### config.mk
export PLATFORM = sky130hd
export DESIGN_NAME = rr_merge2
export DESIGN_NICKNAME = d
export VERILOG_FILES = /design/src/rtl/rr_pkg.sv /design/src/rtl/rr_arb2.sv /design/src/rtl/rr_merge2.sv
export SDC_FILE = /design/constraint.sdc
export NUM_CORES = 1
export LEC_CHECK = 0
export CORE_UTILIZATION = 37
export DETAILED_ROUTE_END_ITERATION = 8
export HOLD_SLACK_MARGIN = 0.08
export PLACE_DENSITY = 0.82
export SLEW_MARGIN = 30
export SYNTH_ARGS = -nofsm -noshare
export SYNTH_HDL_FRONTEND = slang
export SYNTH_SLANG_ARGS = --single-unit
### constraint.sdc
create_clock -name clk -period 3.2 [get_ports clk]
set_input_delay 0.48 -clock clk [delete_from_list [all_inputs] [get_ports clk]]
set_output_delay 0.48 -clock clk [all_outputs]
set_load 0.02 [all_outputs]
### src/rtl/rr_pkg.sv
// rr_pkg: shared constants for the two-input round-robin merge.
// Source tags, default width and a tag-to-onehot helper.
package rr_pkg;

  localparam int WIDTH_DEF = 8;

  localparam logic SRC_A = 1'b0;
  localparam logic SRC_B = 1'b1;

  function automatic logic [1:0] src_oh(
    input logic s
  );
    return (s == SRC_B) ? 2'b10 : 2'b01;
  endfunction

endpackage

### src/rtl/rr_arb2.sv
// rr_arb2: two-way round-robin grant with priority and packet lock.
// Packet lock exists only when RR_MERGE2_LAST_EN is defined.
module rr_arb2
  import rr_pkg::*;
(
  input  logic       clk,
  input  logic       rst_n,
  input  logic [1:0] req,
  input  logic       advance,
  input  logic       last,
  output logic [1:0] gnt
);

  logic       pri;
  logic [1:0] rr_gnt;
  logic       gnt_src;

  // Plain round-robin choice; pri only matters when both request
  always_comb begin
    rr_gnt = 2'b00;
    unique case (1'b1)
      (req == 2'b01): rr_gnt = 2'b01;
      (req == 2'b10): rr_gnt = 2'b10;
      (req == 2'b11): rr_gnt = src_oh(pri);
      default:        rr_gnt = 2'b00;
    endcase
  end

  assign gnt_src = gnt[1] ? SRC_B : SRC_A;

`ifdef RR_MERGE2_LAST_EN

  logic lock;
  logic lk_src;

  // Mid-packet, only the owning source may be granted
  always_comb begin
    gnt = rr_gnt;
    if (lock) begin
      gnt = req & src_oh(lk_src);
    end
  end

  // Priority turns over only at packet boundaries
  always_ff @(posedge clk or negedge rst_n) begin
    if (!rst_n) begin
      pri    <= SRC_A;
      lock   <= 1'b0;
      lk_src <= SRC_A;
    end else if (advance) begin
      lock   <= !last;
      lk_src <= gnt_src;
      if (last) begin
        pri <= ~gnt_src;
      end
    end
  end

`else

  logic unused_last;

  assign unused_last = last;

  // Per-beat arbitration: grant is the round-robin choice
  always_comb begin
    gnt = rr_gnt;
  end

  // Served source loses priority for the next contested cycle
  always_ff @(posedge clk or negedge rst_n) begin
    if (!rst_n) begin
      pri <= SRC_A;
    end else if (advance) begin
      pri <= ~gnt_src;
    end
  end

`endif

endmodule

### src/rtl/rr_merge2.sv
// rr_merge2: two-input round-robin stream merge, registered output.
// Define RR_MERGE2_LAST_EN for packet mode (grant held until last).
module rr_merge2
  import rr_pkg::*;
#(
  parameter int WIDTH = WIDTH_DEF
) (
  input  logic             clk,
  input  logic             rst_n,
  input  logic             a_valid,
  input  logic [WIDTH-1:0] a_data,
  input  logic             a_last,
  output logic             a_ready,
  input  logic             b_valid,
  input  logic [WIDTH-1:0] b_data,
  input  logic             b_last,
  output logic             b_ready,
  output logic             y_valid,
  output logic [WIDTH-1:0] y_data,
  output logic             y_src,
  output logic             y_last,
  input  logic             y_ready
);

  logic [1:0]       gnt;
  logic             can_load;
  logic             load;
  logic             sel_src;
  logic [WIDTH-1:0] sel_data;
  logic             sel_last;

  // Output slot free now, or drained this cycle; never while in reset
  assign can_load = rst_n && (!y_valid || y_ready);

  assign a_ready = gnt[0] && can_load;
  assign b_ready = gnt[1] && can_load;
  assign load    = a_ready || b_ready;

  assign sel_src  = gnt[1] ? SRC_B : SRC_A;
  assign sel_data = gnt[1] ? b_data : a_data;

`ifdef RR_MERGE2_LAST_EN
  assign sel_last = gnt[1] ? b_last : a_last;
`else
  logic unused_lasts;

  assign unused_lasts = a_last ^ b_last;
  assign sel_last     = 1'b0;
`endif

  rr_arb2 u_arb (
    .clk     (clk),
    .rst_n   (rst_n),
    .req     ({b_valid, a_valid}),
    .advance (load),
    .last    (sel_last),
    .gnt     (gnt)
  );

  // Output beat register: load wins over drain, so no bubble
  always_ff @(posedge clk or negedge rst_n) begin
    if (!rst_n) begin
      y_valid <= 1'b0;
      y_data  <= '0;
      y_src   <= SRC_A;
      y_last  <= 1'b0;
    end else if (load) begin
      y_valid <= 1'b1;
      y_data  <= sel_data;
      y_src   <= sel_src;
      y_last  <= sel_last;
    end else if (y_ready) begin
      y_valid <= 1'b0;
    end
  end

endmodule

# After elaboration in Yosys (flattened, before gate mapping)
# Index checks and enable logic that the tools add are counted.
# word_totals
reg_bits	11
latchBits	0
ramBits	0
rom_bits	0
word_cells	21
mem_count	0
# classes
add_sub_neg	0
multipliers	0
n_div	0
n_lt_le_gt_ge	0
n_eq_ne	3
shift	0
mux	6
n_bitwise	1
reduce_logical	7
# op_table
cell	count
$mux 8	1
$pmux 2 s3	1
$eq 2x2->1 const B	2
$logic_and 1x1->1	3
$mux 1	3
$eq 2x1->1 const B	1
$logic_or 1x1->1	2
$mux 2	1
$reduce_bool 2->1	1
$logic_not 1->1	1
$not 1->1	1

# Longest topological paths before layout
# Gate-level depths: netlist of run 1.
# logic_depth
word_depth	6
ltp_mapped	5

# Cells and area by module
# From an unflattened synthesis of run 1, not the netlist that was laid out.
# hier_totals
cells_unflattened	44
area_unflattened_um2	576.8
# by_module_without_submodules
mod	n_inst	cells_each	area_per_inst_um2	seq_area_each_um2
rr_merge2	1	37	513.0	250.2
rr_arb2	1	7	63.8	25.0

# Worst setup path before layout of run 1
# No wires, ideal clock.
# synth_timing
kind	flip-flop to output port
from	register y_valid
to	output port b_ready
arrival_ps	1251
slack_ps	1469
path_stages_with_launch	6
path_buffers	2
cell_sequence	dfrtp_1 nor2b_4 buf_6 a211o_1 buf_6 inv_1
# synth_via
elab_chain_cells	4
# synth_rtl
item	line	rtl
start, declared	rr_merge2.sv:18	output logic y_valid,
start signal, assigned	rr_merge2.sv:63	y_valid <= 1'b0;
start signal, assigned	rr_merge2.sv:68	y_valid <= 1'b1;
start signal, assigned	rr_merge2.sv:73	y_valid <= 1'b0;
$logic_not 1->1	rr_merge2.sv:33	assign can_load = rst_n && (!y_valid || y_ready);
$logic_or 1x1->1	rr_merge2.sv:33	
$logic_and 1x1->1	rr_merge2.sv:33	
$logic_and 1x1->1	rr_merge2.sv:36	assign b_ready = gnt[1] && can_load;
end, declared	rr_merge2.sv:17	output logic b_ready,
# No other way between the ends.

# Worst setup path after layout of run 1
# layout_timing
from	input port y_ready
to	output port b_ready
# layout_via
elab_chain_cells	3
# layout_rtl
item	line	rtl
start, declared	rr_merge2.sv:22	input logic y_ready
$logic_or 1x1->1	rr_merge2.sv:33	
$logic_and 1x1->1	rr_merge2.sv:33	
$logic_and 1x1->1	rr_merge2.sv:36	
# No other way between the ends.

==> results of run 1 <==
## logic make-up (layout without fill, tap and decap cells)
group / count (synthesis) / in the layout / synth area share [%]
AOI/OAI and AO/OA: 21 / 21 / 33.6
and+or+nand+nor: 7 / 7 / 7.99
DFF: 11 / 11 / 50.2
other: 1 / 1 / 0.684
buffers and inverters: 6 / 41 / 7.53
## how the worst max path moves through the flow
| stage | from | endpoint | slack (ps) |
|---|---|---|---|
| after floorplan | y_valid | b_ready | 1470 |
| after global placement | y_ready | b_ready | 540 |
| after detailed placement | y_ready | b_ready | 530 |
| after CTS | y_ready | b_ready | 520 |
| after global routing | y_ready | b_ready | 470 |
| final | y_ready | b_ready | 530 |
## registers in the layout, indices dropped and copies added, names as in the netlist
register and count:
u_arb.pri 1, y_data 8, y_valid 1, y_src 1
## routing by layer
layer,global-route usage [%],wire [um],vias up
met5,0,0,-
met4,12.5,0,0
met3,4.44,131,0
met2,32.1,691,34
met1,22.6,556,224
li1,-,-,244
## metrics by stage
| step | std cells | power [mW] | util, % | instance area (sq um) | setup WS (ps) |
|---|---|---|---|---|---|
| 3_5_place_dp | 92 | 0.369 | 65.4 | 872 | 530 |
| 3_3_place_gp | 92 | 0.365 | 65.4 | 872 | 543 |
| 4_1_cts | 96 | 0.466 | 67.4 | 898 | 521 |
| 5_1_grt | 96 | 0.489 | 67.4 | 898 | 467 |
| 2_1_floorplan | 46 | 0.277 | - | 548 | 1470 |
| 6_report | 96 | 0.461 | 67.4 | 898 | 526 |
## layout make-up
type                            count  share of cell area, %
Clock buffer                        4                   2.92
Inverter                            3                   1.25
Tap cell                           15                   2.09
Sequential cell                    11                   30.6
Multi-Input combinational cell     29                   25.8
Timing Repair Buffer               34                   37.3
## worst reg2reg max path, cell delays in order (launching register included)
cell	delay, ps
dfrtp_1	390
nor2b_4	170
a211o_1	410
o221a_1	290
## report_power, final
group / switching [mW] / internal [mW]
clock network: 0.0463 / 0.0482
registers: 0.0156 / 0.167
logic: 0.0799 / 0.104
## placed cells by master (no fill, tap or decap)
cell / instances
dfrtp_1: 11
clkbuf_1: 1
clkdlybuf4s50_1: 32
nand3_1: 1
o21ai_1: 1
nor2b_4: 1
a21bo_2: 1
a211o_1: 1
o221a_1: 8
or2b_1: 1
inv_1: 3
nand4_1: 1
o21ai_0: 2
conb_1: 1
o21bai_1: 8
buf_4: 2
clkbuf_4: 3
nand2_1: 3
==> results.py, run 1 <==
metrics = {
    "sta": {
        "fmax_mhz": 374,
        "hold_viol_final": 0,
        "min_period_ps": 2670,
        "fin_crit_sh_pct": 83.6,
        "slew_viol_final": 0,
        "holdWs_ps": 494,
        "setup_viol": 0,
        "worst_pin_slew_ps": 608,
        "setup_tns_ps": 0,
        "final.setup_skew_ps": 2.02,
        "rsz0062_at_grt": "false",
        "maxSlewHeadroom_pct": 59.2,
    },
    "setup_path": {
        "arrival_ps": 2190,
        "cp_top_family": "buffers and inverters",
        "start_kind": "input port",
        "max_stage_delay_ps": 600,
        "worst_ep_required_time_ps": 2720,
        "regToRegSetupSlack_ps": 1830,
        "r2r_end": "y_data[2]",
        "crit_type": "input port to output port",
        "worstSetupEndpointType": "output port",
        "critical_path.slowest_cell": "clkdlybuf4s50_1",
        "cp_max_fo": 10,
        "rr_startpoint": "y_valid",
        "critPathMostFrequentCell": "clkdlybuf4s50_1",
        "cp.depth": 5,
        "path_buf_inv": 3,
        "crit_chain": "clkdlybuf4s50_1 > nor2b_4 > a211o_1 > inv_1 > clkdlybuf4s50_1",
        "r2r_cells": 3,
    },
    "hold_path": {
        "min_to": "y_src",
        "holdPathStages": 1,
        "hp-start": "y_src",
        "hp-class": "flip-flop to flip-flop",
    },
    "clock_tree": {
        "clkTransAtPathRegs_ps": 70,
        "cts_setup_buffers": 0,
        "numCtsBuffers": 3,
        "clkLatencyLatePin_ps": 260,
        "cts_tree": "built",
        "htreeDepth": 1,
        "cts_resized": 0,
        "clock_sinks": 11,
        "clock_path_buffers": 2,
        "ctsHoldBuffers": 0,
        "ctsRootBufferMaster": "clkbuf_4",
    },
    "placed_design": {
        "dp.final_hpwl_um": 1020,
        "io_buffers": 32,
        "place.gp.congestion": 0.714,
    },
    "power": {
        "vdd_ir_drop_max_uv": 292,
        "p_leak_nw": 0.377,
        "power.density_nw_per_um2": 513,
    },
    "synth": {
        "yosysMostFrequentCell": "dfrtp_1",
        "postSynthAreaPerCell_sq_um": 11.9,
        "synth_cell_types": 16,
        "synthTopCellsByCount": "dfrtp_1 (11), o21bai_1 (8), o221a_1 (8), inv_1 (3), nand2_1 (3)",
        "yosys.area.top_type": "dfrtp_1",
        "netlist.area_leader.share_pct": 50.2,
        "netlist_area_sq_um": 548,
        "synth_ff_type": "dfrtp_1",
        "yosys_warnings": 0,
        "synthTopCellsByArea": "dfrtp_1 (50%), o221a_1 (16%), o21bai_1 (11%)",
        "syn-num-nets": 69,
        "ys_seq_area_share_pct": 50.2,
        "syn_inst": 46,
        "synth-async-reset-ratio_pct": 100,
        "synth-seq-cells": 11,
        "synth_edf_count": 0,
    },
    "finish": {
        "syn2layout_area_growth_pct": 63.9,
        "nFillCells": 102,
        "drive_gt1_share_pct": 8.64,
        "nets": 105,
        "multiInputGateArea_sq_um": 231,
        "diodes": 0,
        "seq_area_sq_um": 275,
    },
    "detailed_routing": {
        "wl_per_cell_um": 14.4,
        "ant_nets": 0,
        "drcViolationCount": 0,
        "drt-initial-drc-count": 8,
        "routed_via_density": 5.23,
        "firstDrtPassIters": 4,
        "wl_um": 1380,
        "vias": 502,
    },
    "global_routing": {
        "antenna_found_initial": 0,
        "grt_pass1_wl_um": 2040,
        "grt_max_degree": 15,
        "gr-total-overflow": 0,
        "grt_pass1_vias": 489,
        "grt_usage_pct": 19.6,
    },
    "flow_run": {
        "maxCapViolations": 0,
    },
    "die": {
        "start_util_pct": 41.1,
        "dieArea_sq_um": 1640,
        "die_h_um": 40.5,
        "chipWidth_um": 40.5,
        "rows": 13,
        "core_area_sq_um": 1330,
        "ios": 36,
    },
    "outcome": {
        "outcome": "finished, final reports clean",
    },
}
(Power assumes the default switching activity.)
==> run 2, diff against run 1 <==
Settings changed: CORE_UTILIZATION 37 to 34, PLACE_DENSITY 0.82 to 0.77.
Clock period 3.2 ns to 2.65 ns, I/O delays scaled along.
==> results.py, run 2 (same netlist as run 1, synthesis figures left out) <==
metrics = {
    "sta": {
        "fmax_mhz": 423,
        "slew_viol_final": 0,
        "maxSlewHeadroom_pct": 57.2,
        "setup_tns_ps": 0,
        "fin_crit_sh_pct": 89.2,
        "min_period_ps": 2360,
        "final.setup_skew_ps": 4.62,
        "rsz0062_at_grt": "false",
        "hold_viol_final": 0,
        "worst_pin_slew_ps": 638,
        "setup_viol": 0,
    },
    "flow_run": {
        "maxCapViolations": 0,
    },
    "setup_path": {
        "max_stage_delay_ps": 600,
        "critical_path.startpoint": "y_ready",
        "crit_chain": "clkdlybuf4s50_1 > nor2b_4 > a211o_1 > inv_1 > clkdlybuf4s50_1",
        "cp_max_fo": 10,
        "start_kind": "input port",
        "worstSetupEndpointType": "output port",
        "critical_path.slowest_cell": "clkdlybuf4s50_1",
        "rr_startpoint": "y_valid",
        "arrival_ps": 1970,
        "crit_type": "input port to output port",
        "r2r_cells": 4,
        "worst_ep_required_time_ps": 2250,
        "critPathMostFrequentCell": "clkdlybuf4s50_1",
    },
    "finish": {
        "syn2layout_area_growth_pct": 65.5,
        "drive_gt1_share_pct": 9.76,
        "final_cell_mix": "clkdlybuf4s50_1 (32), dfrtp_1 (11), o21bai_1 (8), o221a_1 (8)",
        "final_common_cell": "clkdlybuf4s50_1",
        "top_register": "y_data",
        "diodes": 0,
        "largest_reg_flops": 8,
        "utilization_pct": 60.2,
        "nets": 106,
    },
    "die": {
        "rows": 14,
        "start_util_pct": 36.4,
        "die_h_um": 42.1,
        "core_area_sq_um": 1510,
        "chipWidth_um": 42.1,
        "dieArea_sq_um": 1780,
        "ios": 36,
    },
    "power": {
        "power.density_nw_per_um2": 614,
        "vdd_ir_drop_max_uv": 353,
        "p_leak_nw": 0.381,
    },
    "global_routing": {
        "antenna_found_initial": 0,
        "grt_max_degree": 14,
        "grt_usage_pct": 18.4,
        "grt_pass1_wl_um": 2370,
        "gr-total-overflow": 0,
        "grt_pass1_vias": 482,
    },
    "clock_tree": {
        "clkLatencyLatePin_ps": 270,
        "cts_tree": "built",
        "clock_sinks": 11,
        "clkTransAtPathRegs_ps": 70,
        "ctsHoldBuffers": 0,
        "cts_setup_buffers": 0,
        "numCtsBuffers": 3,
        "clock_path_buffers": 2,
        "ctsRootBufferMaster": "clkbuf_4",
        "htreeDepth": 1,
        "cts_resized": 0,
    },
    "placed_design": {
        "io_buffers": 32,
        "dp.final_hpwl_um": 1010,
        "place.gp.congestion": 0.770,
    },
    "detailed_routing": {
        "wl_um": 1400,
        "routed_via_density": 5.39,
        "vias": 528,
        "firstDrtPassIters": 4,
        "drcViolationCount": 0,
        "drt-initial-drc-count": 12,
        "ant_nets": 0,
        "wl_per_cell_um": 14.3,
    },
    "outcome": {
        "outcome": "finished, final reports clean",
    },
    "hold_path": {
        "hp-class": "input port to asynchronous set/reset pin",
    },
}
==> run 2: per-layer routing <==
metal	part of all wire [%]	up-vias	track usage [%]
met5	0	-	0
met3	7.6	4	3.45
met4	3.1	0	13.1
met2	44	30	25.3
met1	46	248	25.8
li1	-	246	-
==> run 2: power by group <==
| group | internal (mW) | switching [mW] |
|---|---|---|
| sequential | 0.202 | 0.0191 |
| clock | 0.0582 | 0.0548 |
| combinational | 0.127 | 0.0962 |
==> run 2: path summary, 6_finish.rpt <==
kind                        endpoint  slack (ps)
max                          b_ready         290
min                          y_valid         510
max reg2reg                y_data[0]        1270
min reg2reg                    y_src         520
max in group asynchronous  y_data[7]        1980
min in group clk               y_src         520
==> run 2: cell type report <==
type / count / area [sq um]
Clock buffer: 4 / 26.3
Fill cell: 132 / 599
Inverter: 3 / 11.3
Multi-Input combinational cell: 29 / 231
Sequential cell: 11 / 275
Tap cell: 16 / 20.0
Timing Repair Buffer: 35 / 343
==> run 2: metrics by stage <==
| step | total power [mW] | hold slack (ps) | setup WS (ps) | instance area, sq um | instances |
|---|---|---|---|---|---|
| after floorplan | 0.334 | 102 | 1000 | 548 | 46 |
| after global placement | 0.443 | 481 | 303 | 881 | 94 |
| after detailed placement | 0.449 | 506 | 290 | 881 | 94 |
| after CTS | 0.563 | 509 | 274 | 907 | 98 |
| after global routing | 0.590 | 534 | 228 | 907 | 98 |
| final | 0.557 | 508 | 287 | 907 | 98 |
==> run 2: critical path: cells and delay by family <==
kind	cells	cell delay (ps)
AND/OR/NAND/NOR	1	90
AO/OA/AOI/OAI	1	290
buffers and inverters	3	1180
